<file path="config.mk">
export PLATFORM = sky130hd
export DESIGN_NAME = output_sender_ctrl
export DESIGN_NICKNAME = d
export VERILOG_FILES = /design/src/rtl/output_sender_ctrl_pkg.sv /design/src/rtl/output_sender_ctrl_argmax_tracker.sv /design/src/rtl/output_sender_ctrl.sv
export SDC_FILE = /design/constraint.sdc
export NUM_CORES = 1
export LEC_CHECK = 0
export BUFFER_PORTS_ARGS = -buffer_cell sky130_fd_sc_hd__buf_2
export CAP_MARGIN = 30
export CELL_PAD_IN_SITES_DETAIL_PLACEMENT = 0
export CELL_PAD_IN_SITES_GLOBAL_PLACEMENT = 1
export CORE_MARGIN = 1.5
export CORE_UTILIZATION = 35
export DETAILED_ROUTE_END_ITERATION = 8
export HOLD_SLACK_MARGIN = 0.02
export PLACE_DENSITY_LB_ADDON = 0.1
export SLEW_MARGIN = 5
export SYNTH_ARGS = -nofsm -noshare
export SYNTH_HDL_FRONTEND = slang
export SYNTH_SLANG_ARGS = --single-unit
</file>
<file path="constraint.sdc">
create_clock -name clk -period 2.65 [get_ports clk]
set_input_delay 0.1325 -clock clk [delete_from_list [all_inputs] [get_ports clk]]
set_output_delay 0.1325 -clock clk [all_outputs]
set_load 0.02 [all_outputs]
</file>
<file path="src/rtl/output_sender_ctrl_pkg.sv">
`default_nettype none
// +------------------------------------------------------------------------+
// | output_sender_ctrl_pkg: state encodings shared by the sender FSM        |
// | Revision: 1.0                                                           |
// +------------------------------------------------------------------------+
package output_sender_ctrl_pkg;

  localparam int NUMBER_OF_SENDER_STATES = 5;
  localparam int SENDER_STATE_WIDTH      = $clog2(NUMBER_OF_SENDER_STATES);

  typedef enum logic [SENDER_STATE_WIDTH-1:0] {
    S_IDLE = 3'd0,
    S_READ = 3'd1,
    S_LOAD = 3'd2,
    S_SEND = 3'd3,
    S_DONE = 3'd4
  } sender_state_t;

endpackage
`default_nettype wire

</file>
<file path="src/rtl/output_sender_ctrl_argmax_tracker.sv">
`default_nettype none
// +------------------------------------------------------------------------+
// | argmax_tracker: running signed maximum and its index (ties keep lowest) |
// | Revision: 1.0                                                           |
// +------------------------------------------------------------------------+
module argmax_tracker #(
  parameter int DATA_WIDTH = 16,
  parameter int ADDR_WIDTH = 6
) (
  input  logic                  clk,
  input  logic                  rst_n,
  input  logic                  clear,
  input  logic                  update,
  input  logic [DATA_WIDTH-1:0] value,
  input  logic [ADDR_WIDTH-1:0] index,
  output logic                  take,
  output logic [ADDR_WIDTH-1:0] max_index
);

  logic signed [DATA_WIDTH-1:0] r_max_value;
  logic [ADDR_WIDTH-1:0]        r_max_index;
  logic                         r_have;

  // Strict compare so an equal later value never displaces the earlier index.
  assign take      = !r_have || ($signed(value) > r_max_value);
  assign max_index = r_max_index;

  always_ff @(posedge clk) begin
    if (!rst_n) begin
      r_have      <= 1'b0;
      r_max_value <= '0;
      r_max_index <= '0;
    end else if (clear) begin
      r_have      <= 1'b0;
      r_max_value <= '0;
      r_max_index <= '0;
    end else if (update && take) begin
      r_have      <= 1'b1;
      r_max_value <= value;
      r_max_index <= index;
    end
  end

endmodule
`default_nettype wire

</file>
<file path="src/rtl/output_sender_ctrl.sv">
`default_nettype none
// +------------------------------------------------------------------------+
// | output_sender_ctrl: reads output memory and streams words downstream;  |
// | SENDER_ARGMAX_EN adds an argmax mode sending the winning index only.    |
// | Revision: 1.0                                                           |
// +------------------------------------------------------------------------+
module output_sender_ctrl
  import output_sender_ctrl_pkg::*;
#(
  parameter int DATA_WIDTH = 16,
  parameter int ADDR_WIDTH = 6
) (
  input  logic                  clk,
  input  logic                  rst_n,
  input  logic                  start_sending,
  input  logic [ADDR_WIDTH-1:0] last_addr,
  input  logic                  classification,
  output logic                  mem_rd_en,
  output logic [ADDR_WIDTH-1:0] mem_rd_addr,
  input  logic [DATA_WIDTH-1:0] mem_rd_data,
  output logic [DATA_WIDTH-1:0] out_data,
  output logic                  out_valid,
  input  logic                  out_ready,
  output logic                  done_sending,
  output logic                  busy
);

  sender_state_t         r_state;
  logic [ADDR_WIDTH-1:0] r_counter;
  logic [ADDR_WIDTH-1:0] r_last_addr;
  logic                  w_argmax_mode;
  logic [ADDR_WIDTH-1:0] w_win_index;

`ifdef SENDER_ARGMAX_EN
  logic                  r_argmax_mode;
  logic                  w_take;
  logic [ADDR_WIDTH-1:0] w_max_index;

  always_ff @(posedge clk) begin
    if (!rst_n)
      r_argmax_mode <= 1'b0;
    else if (r_state == S_IDLE && start_sending)
      r_argmax_mode <= classification;
  end

  argmax_tracker #(
    .DATA_WIDTH(DATA_WIDTH),
    .ADDR_WIDTH(ADDR_WIDTH)
  ) u_argmax_tracker (
    .clk      (clk),
    .rst_n    (rst_n),
    .clear    (r_state == S_IDLE && start_sending),
    .update   (r_state == S_LOAD && r_argmax_mode),
    .value    (mem_rd_data),
    .index    (r_counter),
    .take     (w_take),
    .max_index(w_max_index)
  );

  assign w_argmax_mode = r_argmax_mode;
  // The final word's comparison lands on the same edge as the send decision.
  assign w_win_index   = w_take ? r_counter : w_max_index;
`else
  logic w_unused_classification;
  assign w_unused_classification = classification;
  assign w_argmax_mode           = 1'b0;
  assign w_win_index             = '0;
`endif

  always_ff @(posedge clk) begin
    if (!rst_n) begin
      r_state      <= S_IDLE;
      r_counter    <= '0;
      r_last_addr  <= '0;
      mem_rd_en    <= 1'b0;
      mem_rd_addr  <= '0;
      out_data     <= '0;
      out_valid    <= 1'b0;
      done_sending <= 1'b0;
      busy         <= 1'b0;
    end else begin
      mem_rd_en    <= 1'b0;
      done_sending <= 1'b0;
      unique case (r_state)
        S_IDLE: begin
          if (start_sending) begin
            r_state     <= S_READ;
            r_counter   <= '0;
            r_last_addr <= last_addr;
            mem_rd_en   <= 1'b1;
            mem_rd_addr <= '0;
            busy        <= 1'b1;
          end
        end
        S_READ: r_state <= S_LOAD;
        S_LOAD: begin
          if (w_argmax_mode && (r_counter != r_last_addr)) begin
            r_counter   <= r_counter + 1'b1;
            mem_rd_en   <= 1'b1;
            mem_rd_addr <= r_counter + 1'b1;
            r_state     <= S_READ;
          end else begin
            out_data  <= w_argmax_mode ? DATA_WIDTH'(w_win_index) : mem_rd_data;
            out_valid <= 1'b1;
            r_state   <= S_SEND;
          end
        end
        S_SEND: begin
          if (out_ready) begin
            out_valid <= 1'b0;
            out_data  <= '0;
            if (r_counter == r_last_addr) begin
              done_sending <= 1'b1;
              r_state      <= S_DONE;
            end else begin
              r_counter   <= r_counter + 1'b1;
              mem_rd_en   <= 1'b1;
              mem_rd_addr <= r_counter + 1'b1;
              r_state     <= S_READ;
            end
          end
        end
        S_DONE: begin
          busy    <= 1'b0;
          r_state <= S_IDLE;
        end
        default: begin
          busy      <= 1'b0;
          out_valid <= 1'b0;
          out_data  <= '0;
          r_state   <= S_IDLE;
        end
      endcase
    end
  end

endmodule
`default_nettype wire
</file>
Word-level counts from Yosys, hierarchy flattened

Cells that the tools add are included.

Flip-flop bits (word level): 35
Output and inout port bits: 26
Word-level logic and storage cells: 48

Add/sub/neg operators: 1
Eq/ne operators: 8
Multiplexer cells: 19
Bitwise gates (word level): 2
Reduce and logical (&&, ||, !) cells: 10

Operator list:

| cell                                                            | count |
|---|---|
| 16-bit case mux with 3 select lines                             | 1 |
| 6-bit 2-to-1 mux                                                | 3 |
| 16-bit 2-to-1 mux                                               | 1 |
| 3-bit case mux with 4 select lines                              | 1 |
| 6-bit case mux with 2 select lines                              | 1 |
| 3-bit 2-to-1 mux                                                | 3 |
| 2-bit AND reduction                                             | 4 |
| 6-bit by 1-bit adder with 6-bit output, second input constant   | 1 |
| 3-bit by 2-bit == test with 1-bit output, second input constant | 2 |
| 6-bit == test                                                   | 1 |
| 1-bit 2-to-1 mux                                                | 6 |
| 2-bit inequality test, second input constant                    | 3 |
| 3-bit OR reduction                                              | 2 |
| 1-bit case mux with 2 select lines                              | 2 |
| 4-bit AND reduction                                             | 1 |
| 3-bit by 1-bit == test with 1-bit output, second input constant | 1 |
| 3-bit == test, second input constant                            | 1 |
| 3-bit logical NOT                                               | 1 |
| 1-bit case mux with 3 select lines                              | 1 |
| 3-bit AND reduction                                             | 1 |
| 1-bit NOT                                                       | 2 |
| 2-bit nonzero test                                              | 1 |

Depth between registers and ports, before layout

Word-level depth: 4
Gate-level depth with buffers: 7

Worst setup path before layout

No wires, ideal clock.

Kind: reg-to-reg
Start: register r_state[0]
End: register r_counter[2]
Data arrival time: 1.779 ns
Required time: 2.579 ns
Slack: 0.800 ns
Cell stages (with the launch flop): 8
Path through: dfxtp_1 -> buf_6 -> or3b_4 -> a21oi_2 -> a21bo_1 -> buf_6 -> or4_1 -> a21oi_1

Cells in the longest elaborated chain, start to end: 3

RTL lines:

| element                                                                              | RTL line                  | source |
|---|---|---|
| start: declaration                                                                   | output_sender_ctrl.sv:28  | `sender_state_t r_state;` |
| start signal: assignment                                                             | output_sender_ctrl.sv:72  | `r_state <= S_IDLE;` |
| start signal: assignment                                                             | output_sender_ctrl.sv:87  | `r_state <= S_READ;` |
| start signal: assignment                                                             | output_sender_ctrl.sv:95  | `S_READ: r_state <= S_LOAD;` |
| 3-bit by 2-bit == test with 1-bit output / 3-bit logical NOT (equally long branches) | output_sender_ctrl.sv:84  | `unique case (r_state)` |
| 2-bit inequality test (no line) / 2-bit nonzero test (equally long branches)         | --                        |  |
| 4-bit AND reduction (no line)                                                        | --                        |  |
| end signal: assignment                                                               | output_sender_ctrl.sv:98  | `r_counter <= r_counter + 1'b1;` |
| end signal: assignment                                                               | output_sender_ctrl.sv:116 | `r_counter <= r_counter + 1'b1;` |
| end: declaration                                                                     | output_sender_ctrl.sv:29  | `logic [ADDR_WIDTH-1:0] r_counter;` |

Parallel ways exist; a longest one is shown, timed or not.
A chain may end at the register's enable or synchronous reset.

Final worst setup path

Start: register r_state[0]
End: register r_counter[5]

Same word-level chain as after synthesis.

==> out/metrics.cfg <==
[outcome]
status=finished clean

[synthesis]
synth_compound_area_share_pct=16.2
synth_fp_nets=176
synth_area_leaders=dfxtp_1, a22oi_1, nor2_1, mux2i_1, a21oi_1
yosys.area_share.simple_pct=19.4
ys_ff_latch=35
yosysMostFrequentCell=dfxtp_1
synth_edf_count=0
yosysSeqAreaShare_pct=50.6
synth-xor-area-share_pct=3.80
synth_area_leader_cell=dfxtp_1
async_reset_ff_share_pct=0
yosys-mux-area-fraction_pct=4.34
ys_warn_count=0
synth_common_cells=dfxtp_1, nor2_1, a22oi_1
synth_top_family_by_area=simple AND/OR/NAND/NOR gates
synth_top_area_share_pct=50.6
postSynthAreaPerCell_um2=9.35
synth_area_um2=1380
ys_types=33
synth_fa_ha_area_share_pct=0.904
synthCells=148
ys.flop_type=dfxtp_1

[critical_path]
cp-startpoint=r_state[0]$_SDFFE_PN0P_
startpoint_type=register
end_kind=register
cp_max_fo=13
critPathCapture=r_counter[5]$_SDFFE_PN0P_
r2r_slack_ns=0.61
r2r_start=r_state[0]$_SDFFE_PN0P_
worst_ep_required_time_ns=2.85
crit_arrival_ns=2.25
critPathKind=register to register
r2r_cells=5
r2r_end=r_counter[5]$_SDFFE_PN0P_

[route]
drtIter0Drc=87
via_per_inst=5.00
ant_nets=0
route.detailed.drc=0
wirelength_mm=3.04
drt-wirelength-per-cell_um=12.2
vias=1240
dr.pass1.iters=4

[clock_tree]
cts_root_buf=clkbuf_8
cts_tree=built
cts_htree_levels=2
cts_setup_buffers=0
clock-sinks=35
cts_max_path_buffers=2
insertion_delay_ns=0.28
ctsResizeCount=0
cts_buffers=5
hold_buffers=0
clkTransAtPathRegs_ns=0.07

[sta]
tightestPinTransition_ns=0.929
final_max_slew_viol_count=0
rsz0062_at_grt=no
tns_ns=0
hold_viol_final=0
setup_violations=0
period_share_pct=77.1
slew_headroom_pct=38.0
clock.fmax_mhz=490
min_period_ns=2.04
fin_skew_ns=0.00295

[run]
drv_cap=0

[pwr]
power.density_nw_per_um2=706
peakVddDrop_v=0.000369
p_leak_nw=0.831

[floorplan]
dieWidth_um=65.9
die_h_um=65.9
pin_count=53
start_util_pct=37.2
row_count=22
fp.coreArea_um2=3720
die_area_um2=4340

[global_routing]
grt_max_degree=32
grtUsageTotal_pct=15.4
grt_pass1_wl_mm=5.05
grt-ovfl-total=0
antenna_found_initial=0
grt_pass1_vias=1143

[layout]
final_layout_size_suffix_gt1_share_pct=32.5
layout.cells.non_filler=248
num_antenna_cells=0
layout.nets=227
fillers=391
syn_to_final_growth_pct=29.4

[hold_path]
hold_path.class=input pin to register

[placement]
dp.cells=240
dp_hpwl_mm=2.18
gp_congestion=0.848
portBuffers=51

kinds of logic (layout without fill, tap and decap cells):
group | after synthesis | count (layout)
and+or+nand+nor | 54 | 54
DFF | 35 | 35
AOI/OAI and AO/OA | 33 | 33
buffers and inverters | 13 | 65
xor gates and xnor gates | 6 | 6
muxes | 6 | 6
adders and majority gates | 1 | 1
metrics by stage:
step                      power [mW]  setup slack, ns  hold slack (ns)  area (um^2)  utilization (%)
after global routing            1.33            0.514           0.0831         1790             48.2
after global placement         0.785            0.687            0.366         1670             45.0
after CTS                       1.28            0.610           0.0782         1790             48.2
final                           1.26            0.608           0.0863         1790             48.2
after floorplan                0.732            0.800            0.273         1380                -
after detailed placement       0.791            0.643            0.373         1670             45.0
worst max-delay path: stages, from the launching register on:
cell,delay [ns]
dfxtp_1,0.39
or3b_4,0.45
a21oi_2,0.15
a21bo_1,0.33
or4_1,0.51
a21oi_1,0.14
state kept, by name, indices dropped and copies added, names as in the netlist:
register / flops
mem_rd_en: 1
busy: 1
r_state: 3
r_counter: 6
done_sending: 1
r_last_addr: 6
out_valid: 1
out_data: 16
layout by cell type, fill, tap and decap left out, types with 2 or more instances in the layout:
cell	synthesis	final
nand3_1	4	4
inv_1	3	3
xor2_1	4	4
nor3_1	2	2
xnor2_1	2	2
o21ai_0	4	4
buf_4	0	3
clkbuf_8	0	6
nand2b_1	2	2
mux2i_1	6	6
a22oi_1	17	17
or4_1	3	3
nand2_1	2	2
dfxtp_1	35	35
buf_2	1	51
nor2_1	30	30
a21oi_1	7	7
metal layers:
layer	wire length [um]	GRT usage, %	up-vias	share of wire [%]
met1	1340	17.3	580	44
met4	43	5.47	0	1.4
li1	-	-	622	-
met5	0	0	-	0
met2	1440	25.6	33	47
met3	212	6.98	5	7.0
report_power, final:
part / internal, mW / switching, mW / leakage [nW]
combinational: 0.0828 / 0.112 / 0.484
clock: 0.304 / 0.182 / 0.0612
sequential: 0.559 / 0.0236 / 0.285
total: 0.946 / 0.317 / 0.831
how the worst min path moves through the flow:
| stage | depth (start not counted) | from | end | slack [ns] |
|---|---|---|---|---|
| after floorplan | 2 | rst_n | r_counter[1]$_SDFFE_PN0P_ | 0.27 |
| after global placement | 3 | last_addr[2] | r_last_addr[2]$_SDFFE_PN0P_ | 0.37 |
| after detailed placement | 3 | last_addr[2] | r_last_addr[2]$_SDFFE_PN0P_ | 0.37 |
| after CTS | 3 | last_addr[2] | r_last_addr[2]$_SDFFE_PN0P_ | 0.08 |
| after global routing | 3 | last_addr[1] | r_last_addr[1]$_SDFFE_PN0P_ | 0.08 |
| final | 3 | last_addr[2] | r_last_addr[2]$_SDFFE_PN0P_ | 0.09 |
cell type report:
type | count | area (um^2) | share of cell area, %
clock inverters | 2 | 35.0 | 1.96
multi-input cells | 100 | 623 | 34.8
well taps | 48 | 60.1 | 3.35
repair buffers | 54 | 278 | 15.5
flip-flops and latches | 35 | 701 | 39.1
inverters | 3 | 11.3 | 0.629
clock buffers | 6 | 82.6 | 4.61
Note: power is estimated with default switching activity, not from simulation.
